$ cat config.mk
export PLATFORM = sky130hd
export DESIGN_NAME = fir_coef_ctrl_flat
export DESIGN_NICKNAME = d
export VERILOG_FILES = /design/src/rtl/fir_coef_ctrl_if.sv /design/src/rtl/fir_coef_ctrl.sv /design/src/flat_wrapper.sv
export SDC_FILE = /design/constraint.sdc
export NUM_CORES = 1
export LEC_CHECK = 0
export BUFFER_PORTS_ARGS = -buffer_cell sky130_fd_sc_hd__buf_2
export CAP_MARGIN = 10
export CORE_UTILIZATION = 35
export DETAILED_ROUTE_END_ITERATION = 12
export GPL_ROUTABILITY_DRIVEN = 0
export SLEW_MARGIN = 20
export SYNTH_ARGS = -nofsm -noshare
export SYNTH_HDL_FRONTEND = slang
export SYNTH_SLANG_ARGS = --single-unit
$ cat constraint.sdc
create_clock -name clk_i -period 3 [get_ports clk_i]
set_input_delay 0.15 -clock clk_i [delete_from_list [all_inputs] [get_ports clk_i]]
set_output_delay 0.15 -clock clk_i [all_outputs]
set_load 0.01 [all_outputs]
$ cat src/rtl/fir_coef_ctrl_if.sv
// Config and sample channels between the FIR coefficient controller and its source.
// No latency of its own; it only bundles wires.
// Valid/ready on both channels; the source side (master) holds data until ready.
interface fir_coef_ctrl_if #(
  parameter int DATA_WIDTH  = 12,
  parameter int COEFF_WIDTH = 8
);
  logic                   cfg_valid;
  logic                   cfg_ready;
  logic [COEFF_WIDTH-1:0] cfg_data;
  logic                   cfg_last;
  logic                   smp_valid;
  logic                   smp_ready;
  logic [DATA_WIDTH-1:0]  smp_data;

  modport master (
    output cfg_valid, cfg_data, cfg_last, smp_valid, smp_data,
    input  cfg_ready, smp_ready
  );

  modport slave (
    input  cfg_valid, cfg_data, cfg_last, smp_valid, smp_data,
    output cfg_ready, smp_ready
  );
endinterface

$ cat src/rtl/fir_coef_ctrl.sv
// Coefficient loader, delay-line flush sequencer and sample pacer for the symmetric FIR.
// Latency: sample -> fir_signal_o 1 cycle; out_valid_o follows FIR_LATENCY cycles later.
// Backpressure: cfg_ready low in COMMIT/FLUSH; smp_ready high only in RUN.
// Optional: define FIR_COEF_CTRL_UNDERRUN_CNT_EN to add the 16-bit underrun_cnt_o counter.
module fir_coef_ctrl #(
  parameter int DATA_WIDTH   = 12,
  parameter int COEFF_WIDTH  = 8,
  parameter int FLUSH_CYCLES = 12,
  parameter int FIR_LATENCY  = 4
) (
  input  logic                   clk_i,
  input  logic                   rst_ni,
  fir_coef_ctrl_if.slave         bus,
  output logic                   load_o,
  output logic [COEFF_WIDTH-1:0] coef0_o,
  output logic [COEFF_WIDTH-1:0] coef1_o,
  output logic [COEFF_WIDTH-1:0] coef2_o,
  output logic [COEFF_WIDTH-1:0] coef3_o,
  output logic [COEFF_WIDTH-1:0] coef4_o,
  output logic [COEFF_WIDTH-1:0] coef5_o,
  output logic [DATA_WIDTH-1:0]  fir_signal_o,
  output logic                   out_valid_o,
  output logic                   busy_o,
  output logic                   err_o
`ifdef FIR_COEF_CTRL_UNDERRUN_CNT_EN
  , output logic [15:0]          underrun_cnt_o
`endif
);

  typedef enum logic [2:0] {IDLE, LOAD, COMMIT, FLUSH, RUN} state_e;

  localparam int CNT_W = $clog2(FLUSH_CYCLES + 1);
  localparam logic [CNT_W-1:0] FLUSH_INIT = CNT_W'(FLUSH_CYCLES - 1);

  state_e                 state_q, state_d;
  logic [2:0]             idx_q, idx_d;
  // Only beats 0..4 need buffering; beat 5 goes straight into the committed bank.
  logic [COEFF_WIDTH-1:0] shadow_q [5];
  logic [COEFF_WIDTH-1:0] shadow_d [5];
  logic [COEFF_WIDTH-1:0] coef_q [6];
  logic [COEFF_WIDTH-1:0] coef_d [6];
  logic                   has_bank_q, has_bank_d;
  logic [CNT_W-1:0]       flush_cnt_q, flush_cnt_d;
  logic [DATA_WIDTH-1:0]  fir_q, fir_d;
  logic                   tag_q, tag_d;
  logic [FIR_LATENCY-1:0] vld_sr_q, vld_sr_d;
  logic                   err_q, err_d;

  logic cfg_rdy, smp_rdy, cfg_fire, smp_fire;

  assign cfg_rdy  = (state_q == IDLE) || (state_q == LOAD) || (state_q == RUN);
  assign smp_rdy  = (state_q == RUN);
  assign cfg_fire = bus.cfg_valid && cfg_rdy;
  assign smp_fire = bus.smp_valid && smp_rdy;

  // Ready is forced low while reset is held so no beat looks accepted during reset.
  assign bus.cfg_ready = rst_ni & cfg_rdy;
  assign bus.smp_ready = smp_rdy;

  // Next-state: FSM, beat capture/commit, flush counter, sample pacing and valid tracking.
  always_comb begin
    state_d     = state_q;
    idx_d       = idx_q;
    shadow_d    = shadow_q;
    coef_d      = coef_q;
    has_bank_d  = has_bank_q;
    flush_cnt_d = flush_cnt_q;
    fir_d       = '0;
    tag_d       = 1'b0;
    err_d       = 1'b0;
    vld_sr_d    = vld_sr_q << 1;
    vld_sr_d[0] = tag_q;

    // Bubbles and non-RUN cycles push zeros with tag 0.
    if (smp_fire) begin
      fir_d = bus.smp_data;
      tag_d = 1'b1;
    end

    case (state_q)
      COMMIT: begin
        state_d     = FLUSH;
        flush_cnt_d = FLUSH_INIT;
        vld_sr_d    = '0;
      end
      FLUSH: begin
        if (flush_cnt_q == '0) state_d = RUN;
        else flush_cnt_d = flush_cnt_q - CNT_W'(1);
      end
      default: begin
        if (cfg_fire) begin
          if (bus.cfg_last && (idx_q == 3'd5)) begin
            // Bank becomes visible in the COMMIT cycle, alongside load_o.
            for (int i = 0; i < 5; i++) coef_d[i] = shadow_q[i];
            coef_d[5]  = bus.cfg_data;
            idx_d      = '0;
            has_bank_d = 1'b1;
            state_d    = COMMIT;
          end else if (bus.cfg_last || (idx_q == 3'd5)) begin
            err_d    = 1'b1;
            shadow_d = '{default: '0};
            idx_d    = '0;
            state_d  = has_bank_q ? RUN : IDLE;
          end else begin
            shadow_d[idx_q] = bus.cfg_data;
            idx_d           = idx_q + 3'd1;
            state_d         = LOAD;
          end
        end
      end
    endcase
  end

  // State and datapath registers.
  always_ff @(posedge clk_i or negedge rst_ni) begin
    if (!rst_ni) begin
      state_q     <= IDLE;
      idx_q       <= '0;
      shadow_q    <= '{default: '0};
      coef_q      <= '{default: '0};
      has_bank_q  <= 1'b0;
      flush_cnt_q <= '0;
      fir_q       <= '0;
      tag_q       <= 1'b0;
      vld_sr_q    <= '0;
      err_q       <= 1'b0;
    end else begin
      state_q     <= state_d;
      idx_q       <= idx_d;
      shadow_q    <= shadow_d;
      coef_q      <= coef_d;
      has_bank_q  <= has_bank_d;
      flush_cnt_q <= flush_cnt_d;
      fir_q       <= fir_d;
      tag_q       <= tag_d;
      vld_sr_q    <= vld_sr_d;
      err_q       <= err_d;
    end
  end

`ifdef FIR_COEF_CTRL_UNDERRUN_CNT_EN
  logic [15:0] under_q, under_d;

  // Count RUN cycles with no sample offered, saturating; a commit restarts the count.
  always_comb begin
    under_d = under_q;
    if (state_q == COMMIT) under_d = '0;
    else if (smp_rdy && !bus.smp_valid && (under_q != 16'hFFFF)) under_d = under_q + 16'd1;
  end

  // Underrun counter register.
  always_ff @(posedge clk_i or negedge rst_ni) begin
    if (!rst_ni) under_q <= '0;
    else         under_q <= under_d;
  end

  assign underrun_cnt_o = under_q;
`endif

  assign load_o       = (state_q == COMMIT);
  assign busy_o       = (state_q == LOAD) || (state_q == COMMIT) || (state_q == FLUSH);
  assign err_o        = err_q;
  assign fir_signal_o = fir_q;
  assign out_valid_o  = vld_sr_q[FIR_LATENCY-1];
  assign coef0_o      = coef_q[0];
  assign coef1_o      = coef_q[1];
  assign coef2_o      = coef_q[2];
  assign coef3_o      = coef_q[3];
  assign coef4_o      = coef_q[4];
  assign coef5_o      = coef_q[5];

endmodule

$ cat src/flat_wrapper.sv
// flat-port wrapper written by rule: the top's interface ports become plain ports
module fir_coef_ctrl_flat 
#(
  parameter int DATA_WIDTH   = 12,
  parameter int COEFF_WIDTH  = 8,
  parameter int FLUSH_CYCLES = 12,
  parameter int FIR_LATENCY  = 4
)
  (clk_i, rst_ni, load_o, coef0_o, coef1_o, coef2_o, coef3_o, coef4_o, coef5_o, fir_signal_o, out_valid_o, busy_o, err_o, bus_cfg_valid, bus_cfg_data, bus_cfg_last, bus_smp_valid, bus_smp_data, bus_cfg_ready, bus_smp_ready);
  fir_coef_ctrl_if #(.DATA_WIDTH(DATA_WIDTH), .COEFF_WIDTH(COEFF_WIDTH)) bus_i ();
  input  logic clk_i;
  input  logic rst_ni;
  output logic load_o;
  output logic [COEFF_WIDTH-1:0] coef0_o;
  output logic [COEFF_WIDTH-1:0] coef1_o;
  output logic [COEFF_WIDTH-1:0] coef2_o;
  output logic [COEFF_WIDTH-1:0] coef3_o;
  output logic [COEFF_WIDTH-1:0] coef4_o;
  output logic [COEFF_WIDTH-1:0] coef5_o;
  output logic [DATA_WIDTH-1:0] fir_signal_o;
  output logic out_valid_o;
  output logic busy_o;
  output logic err_o;
  input wire logic [$bits(bus_i.cfg_valid)-1:0] bus_cfg_valid;
  input wire logic [$bits(bus_i.cfg_data)-1:0] bus_cfg_data;
  input wire logic [$bits(bus_i.cfg_last)-1:0] bus_cfg_last;
  input wire logic [$bits(bus_i.smp_valid)-1:0] bus_smp_valid;
  input wire logic [$bits(bus_i.smp_data)-1:0] bus_smp_data;
  output wire logic [$bits(bus_i.cfg_ready)-1:0] bus_cfg_ready;
  output wire logic [$bits(bus_i.smp_ready)-1:0] bus_smp_ready;
  assign bus_i.cfg_valid = bus_cfg_valid;
  assign bus_i.cfg_data = bus_cfg_data;
  assign bus_i.cfg_last = bus_cfg_last;
  assign bus_i.smp_valid = bus_smp_valid;
  assign bus_i.smp_data = bus_smp_data;
  assign bus_cfg_ready = bus_i.cfg_ready;
  assign bus_smp_ready = bus_i.smp_ready;
  fir_coef_ctrl #(.DATA_WIDTH(DATA_WIDTH), .COEFF_WIDTH(COEFF_WIDTH), .FLUSH_CYCLES(FLUSH_CYCLES), .FIR_LATENCY(FIR_LATENCY)) u_core (.clk_i(clk_i), .rst_ni(rst_ni), .bus(bus_i), .load_o(load_o), .coef0_o(coef0_o), .coef1_o(coef1_o), .coef2_o(coef2_o), .coef3_o(coef3_o), .coef4_o(coef4_o), .coef5_o(coef5_o), .fir_signal_o(fir_signal_o), .out_valid_o(out_valid_o), .busy_o(busy_o), .err_o(err_o));
endmodule
# Word level (Yosys, flattened, before mapping)
# Index checks and enable logic that the tools add are counted.
[word_totals]
inputBits = 25
elab_cells = 74
ff_bits = 117
[op_classes]
magnitude_cmp = 2
n_eq_ne = 7
bitwise = 4
reduce_logical = 19
mux = 21
addsub = 2
[ops]
columns = ["op", "n"]
rows = [
  ["$bwmux W40", 1],
  ["$mux W40", 1],
  ["$demux W8 S3", 1],
  ["$mux W3", 7],
  ["$mux W12", 1],
  ["$mux W4", 2],
  ["$mux W8", 1],
  ["$pmux W4 S2", 1],
  ["$eq A3 B2 Y1 const B", 2],
  ["$eq A3 B3 Y1 const B", 2],
  ["$pmux W3 S2", 1],
  ["$reduce_and A2 Y1", 3],
  ["$reduce_and A3 Y1", 2],
  ["$logic_or A1 B1 Y1", 5],
  ["$mux W1", 5],
  ["$ge A4 B4 Y1 const B", 1],
  ["$logic_and A1 B1 Y1", 4],
  ["$logic_not A4 Y1", 1],
  ["$lt A4 B1 Y1 const B", 1],
  ["$not A3 Y4", 1],
  ["$sub A4 B1 Y4 const B", 1],
  ["$add A3 B1 Y3 const B", 1],
  ["$eq A3 B1 Y1 const B", 1],
  ["$logic_not A3 Y1", 1],
  ["7 further kinds", 8],
]

# Depth between registers and ports, before layout
[depth]
depth_word = 7
depth_mapped = 11
ltp_nobuf = 8

# Worst setup path after synthesis
# No wires, ideal clock.
[synth_timing]
path_kind = "register -> register"
start = "register u_core.idx_q[1]"
end = "register u_core.shadow_q[32] in the netlist's numbering"
slack_ns = 0.826
setup_ns = 0.068
required_time_ns = 2.932
arrival_ns = 2.106
n_path_buf = 1
stages_incl_launch_ff = 9
path_cell_list = "dfrtp_1 -> clkbuf_1 -> inv_1 -> ha_1 -> nand2_1 -> ha_1 -> or4b_4 -> nor4_4 -> a22o_1"
[synth_via]
elab_chain_cells = 7
[synth_lines]
columns = ["element", "line", "source"]
rows = [
  ["start, declared", "fir_coef_ctrl.sv:36", "logic [2:0] idx_q, idx_d;"],
  ["start signal, assigned", "fir_coef_ctrl.sv:129", "idx_q <= idx_d;"],
  ["$not A3 Y4 (implied by the code)", "fir_coef_ctrl.sv:105", "shadow_d[idx_q] = bus.cfg_data;"],
  ["$ge A4 B4 Y1 (implied by the code) or $lt A4 B1 Y1 (tied branches)", "fir_coef_ctrl.sv:105", ""],
  ["$logic_and A1 B1 Y1 (implied by the code)", "fir_coef_ctrl.sv:105", ""],
  ["$mux W8 (implied by the code)", "fir_coef_ctrl.sv:105", ""],
  ["$demux W8 S3", "fir_coef_ctrl.sv:105", ""],
  ["$bwmux W40", "fir_coef_ctrl.sv:105", ""],
  ["$mux W40", "fir_coef_ctrl.sv:99", "end else if (bus.cfg_last || (idx_q == 3'd5)) begin"],
  ["end signal, assigned", "fir_coef_ctrl.sv:130", "shadow_q <= shadow_d;"],
  ["end, declared", "fir_coef_ctrl.sv:38", "logic [COEFF_WIDTH-1:0] shadow_q [5];"],
]
# Parallel ways exist; a longest one is shown, timed or not.
# A chain may end at the register's enable or synchronous reset.

# Worst setup path after layout
[layout_timing]
start = "register u_core.idx_q[1]"
end = "register u_core.shadow_q[33] in the netlist's numbering"
# The elaborated chain is that of the path after synthesis.

==> metrics.txt <==
flop-to-flop setup slack=520 ps; Worst setup EP type=register; Crit. Startpoint=u_core.idx_q[1]; Worst R2R Path Depth=8; Fmax achieved=0.4033 GHz; DRC violation count after routing=0; Iter 0 DRT Violations=roughly 180; max cap viols=0; Pins Over Slew Limit=0; H-tree depth=4; Crit Path Class=register to register; die area=~14000 µm²; worst r2r src=u_core.idx_q[1]; Reg-to-Reg End=u_core.shadow_q[33]; smallest hold slack=roughly 110 ps; Unique masters post-synth=40; final layout net count=roughly 460; average cell area after synthesis=between 10 and 15 µm²; row count=42; CTS Buf Count=17; sequential area share after synthesis=between 60% and 70%; Syn-to-layout area delta=27.38%; PortBufs=90; Min-Delay Path Class=input pin to register; critical path arrival=around 2800 ps; number of vias per cell=4.916; Yosys reg bits=about 120; vias=between 3000 and 4000; P per Cell Area=between 500 and 600 nW/µm²; DR WL/cell=16.08 µm; setup bufs post-CTS=0; Antenna Nets Post-Route=0; crit path launch type=register; Setup Skew=~4.0 ps; drt first pass iters=6; area leader, netlist=dfrtp_1; worst path required time=3280 ps; cts hold-fix bufs=13; first-pass GRT wire length=~17000 µm; clock latency on the worst-skew pair=roughly 400 ps; async set-reset flop share out of synthesis=100.0%; DP HPWL=6705 µm; antenna diode count=0; clk slew on worst S/H paths=about 50 ps; layout cells sized above 1=41.36%; worst slew pin tran=814.5 ps; run status=complete, no violations; most numerous cell in the Yosys netlist=dfrtp_1; clk root buf=clkbuf_16; CTS tree=yes; GRT overflow=0; Synth warnings=0; vias in the first global route=just over 3000; Starting Density=a little over a third; crit path max fanout=13; EDFF count, synth=0; Fin Setup TNS=0 ps; RSZ-0062 raised after global routing=false; initial antenna violation count=0; top post-synthesis cells by area=dfrtp_1 62%, mux2_2 9.3%, a22o_1 7.4%; Primary FF master, synth=dfrtp_1; synthesized area=roughly 4700 µm²; Worst VDD drop=~0.00034 V; Period minus WS final=approximately 2500 ps; synthesized instance count=320; WL final=about 10000 µm; Die Width=118.1 µm; Tcrit/Tclk final=a little over 80%; Leak=between 3 and 4 nW; syn_nets=between 300 and 400; share of Yosys cell area claimed by the top area cell type=just over 60%; Resized Gates After CTS=0; GRT Util Overall=approximately 15%; CORE AREA=between 10000 and 15000 µm²; Post-synth top cells=117 x dfrtp_1, 40 x a22o_1, 39 x mux2_2; Setup violations, final=0; Sinks on Clock Net=~120; IO Count=between 90 and 100; worst hold start=bus_cfg_valid; critical path endpoint=u_core.shadow_q[33]; Rel. slew slack=roughly 46%; maximum clock path buffer count=2; Die Y=~120 µm; Final Hold Fails=0; largest net degree at the start of global routing=50
-- placed cells by master, fill, tap and decap left out, drive strengths merged, types with 2 or more instances in the layout --
| cell type | n |
|---|---|
| nor2b | 2 |
| mux2 | 48 |
| nand2 | 3 |
| nor3 | 2 |
| nor3b | 4 |
| dfrtp | 117 |
| nor4 | 5 |
| nand4bb | 3 |
| o2111ai | 6 |
| clkinvlp | 2 |
| or3b | 2 |
| mux2i | 5 |
| o21ai | 5 |
| nand2b | 3 |
| nor2 | 5 |
| a31oi | 2 |
| and2 | 6 |
| buf | 93 |
| inv | 10 |
| dlygate4sd3 | 13 |
| nand4 | 3 |
| ha | 6 |
| and3 | 14 |
| nand3 | 3 |
| clkinv | 8 |
| a22o | 40 |
| clkbuf | 20 |
-- layout make-up --
class | count | area, µm²
inverters | 9 | 33.78
clock inverters | 12 | 105.1
flip-flops and latches | 117 | 2928
multi-input cells | 176 | 1645
fillers | 1223 | 7183
well taps | 176 | 220.2
repair buffers | 106 | 618.1
clock buffers | 20 | 456.7
-- report_power, final --
group | leakage, nW | internal, mW | switching [mW] | total (mW)
registers | 1.63 | 1.58 | 0 | 1.58
clock network | 0.276 | 1.18 | 0.691 | 1.87
logic | 1.32 | 0.0289 | 0.0617 | 0.0906
total | 3.22 | 2.79 | 0.752 | 3.54
-- flip-flops by register name, summed over array words and instances (netlist names) --
name and count:
u_core.state_q 3, u_core.vld_sr_q 4, u_core.coef0_o 8, u_core.flush_cnt_q 4
u_core.tag_q 1, u_core.err_o 1, u_core.coef4_o 8, u_core.coef5_o 8
u_core.has_bank_q 1, u_core.shadow_q 40, u_core.fir_signal_o 12, u_core.idx_q 3
u_core.coef1_o 8, u_core.coef3_o 8, u_core.coef2_o 8
-- routing by layer --
layer | track usage [%] | wire length, µm
met1 | 21.21 | 4812
met2 | 23.53 | 4553
met3 | 4.797 | 442
met4 | 4.647 | 96
met5 | 0 | 0
-- through the flow --
step	std cells	setup WS, ps	util, %	area (µm²)	power, mW
after floorplan	320	826.2	-	4716	1.622
after detailed placement	571	566.7	40.30	5315	1.688
after global routing	616	330.3	45.54	6007	3.670
after CTS	616	549.4	45.54	6007	3.581
final	616	520.7	45.54	6007	3.540
after global placement	571	659.4	40.30	5315	1.686
-- how the worst min path moves through the flow --
stage / cells after the start / slack (ps) / end
global placement: 1 / 110 / u_core.coef1_o[3]
finish: 3 / 110 / u_core.state_q[1]
CTS: 3 / 90 / u_core.state_q[1]
detailed placement: 1 / 120 / u_core.coef1_o[6]
global route: 2 / 110 / u_core.shadow_q[7]
floorplan: 0 / -150 / u_core.coef0_o[0]
-- critical path, stage by stage, from the launching register on --
cell and delay, ps:
dfrtp_1 550, inv_1 80, ha_1 180, nand2_1 80
inv_1 50, ha_1 400, inv_1 250, o2111ai_1 430
a22o_1 340
-- cells by family after synthesis --
kind of cell,synth area share (%)
AO/OA/AOI/OAI,9.870
adder cells (fa/ha/maj),1.592
buffers and inverters,3.025
flip-flops,62.09
multiplexers,13.24
AND/OR/NAND/NOR,10.19
Note: power is estimated with default switching activity, not from simulation.
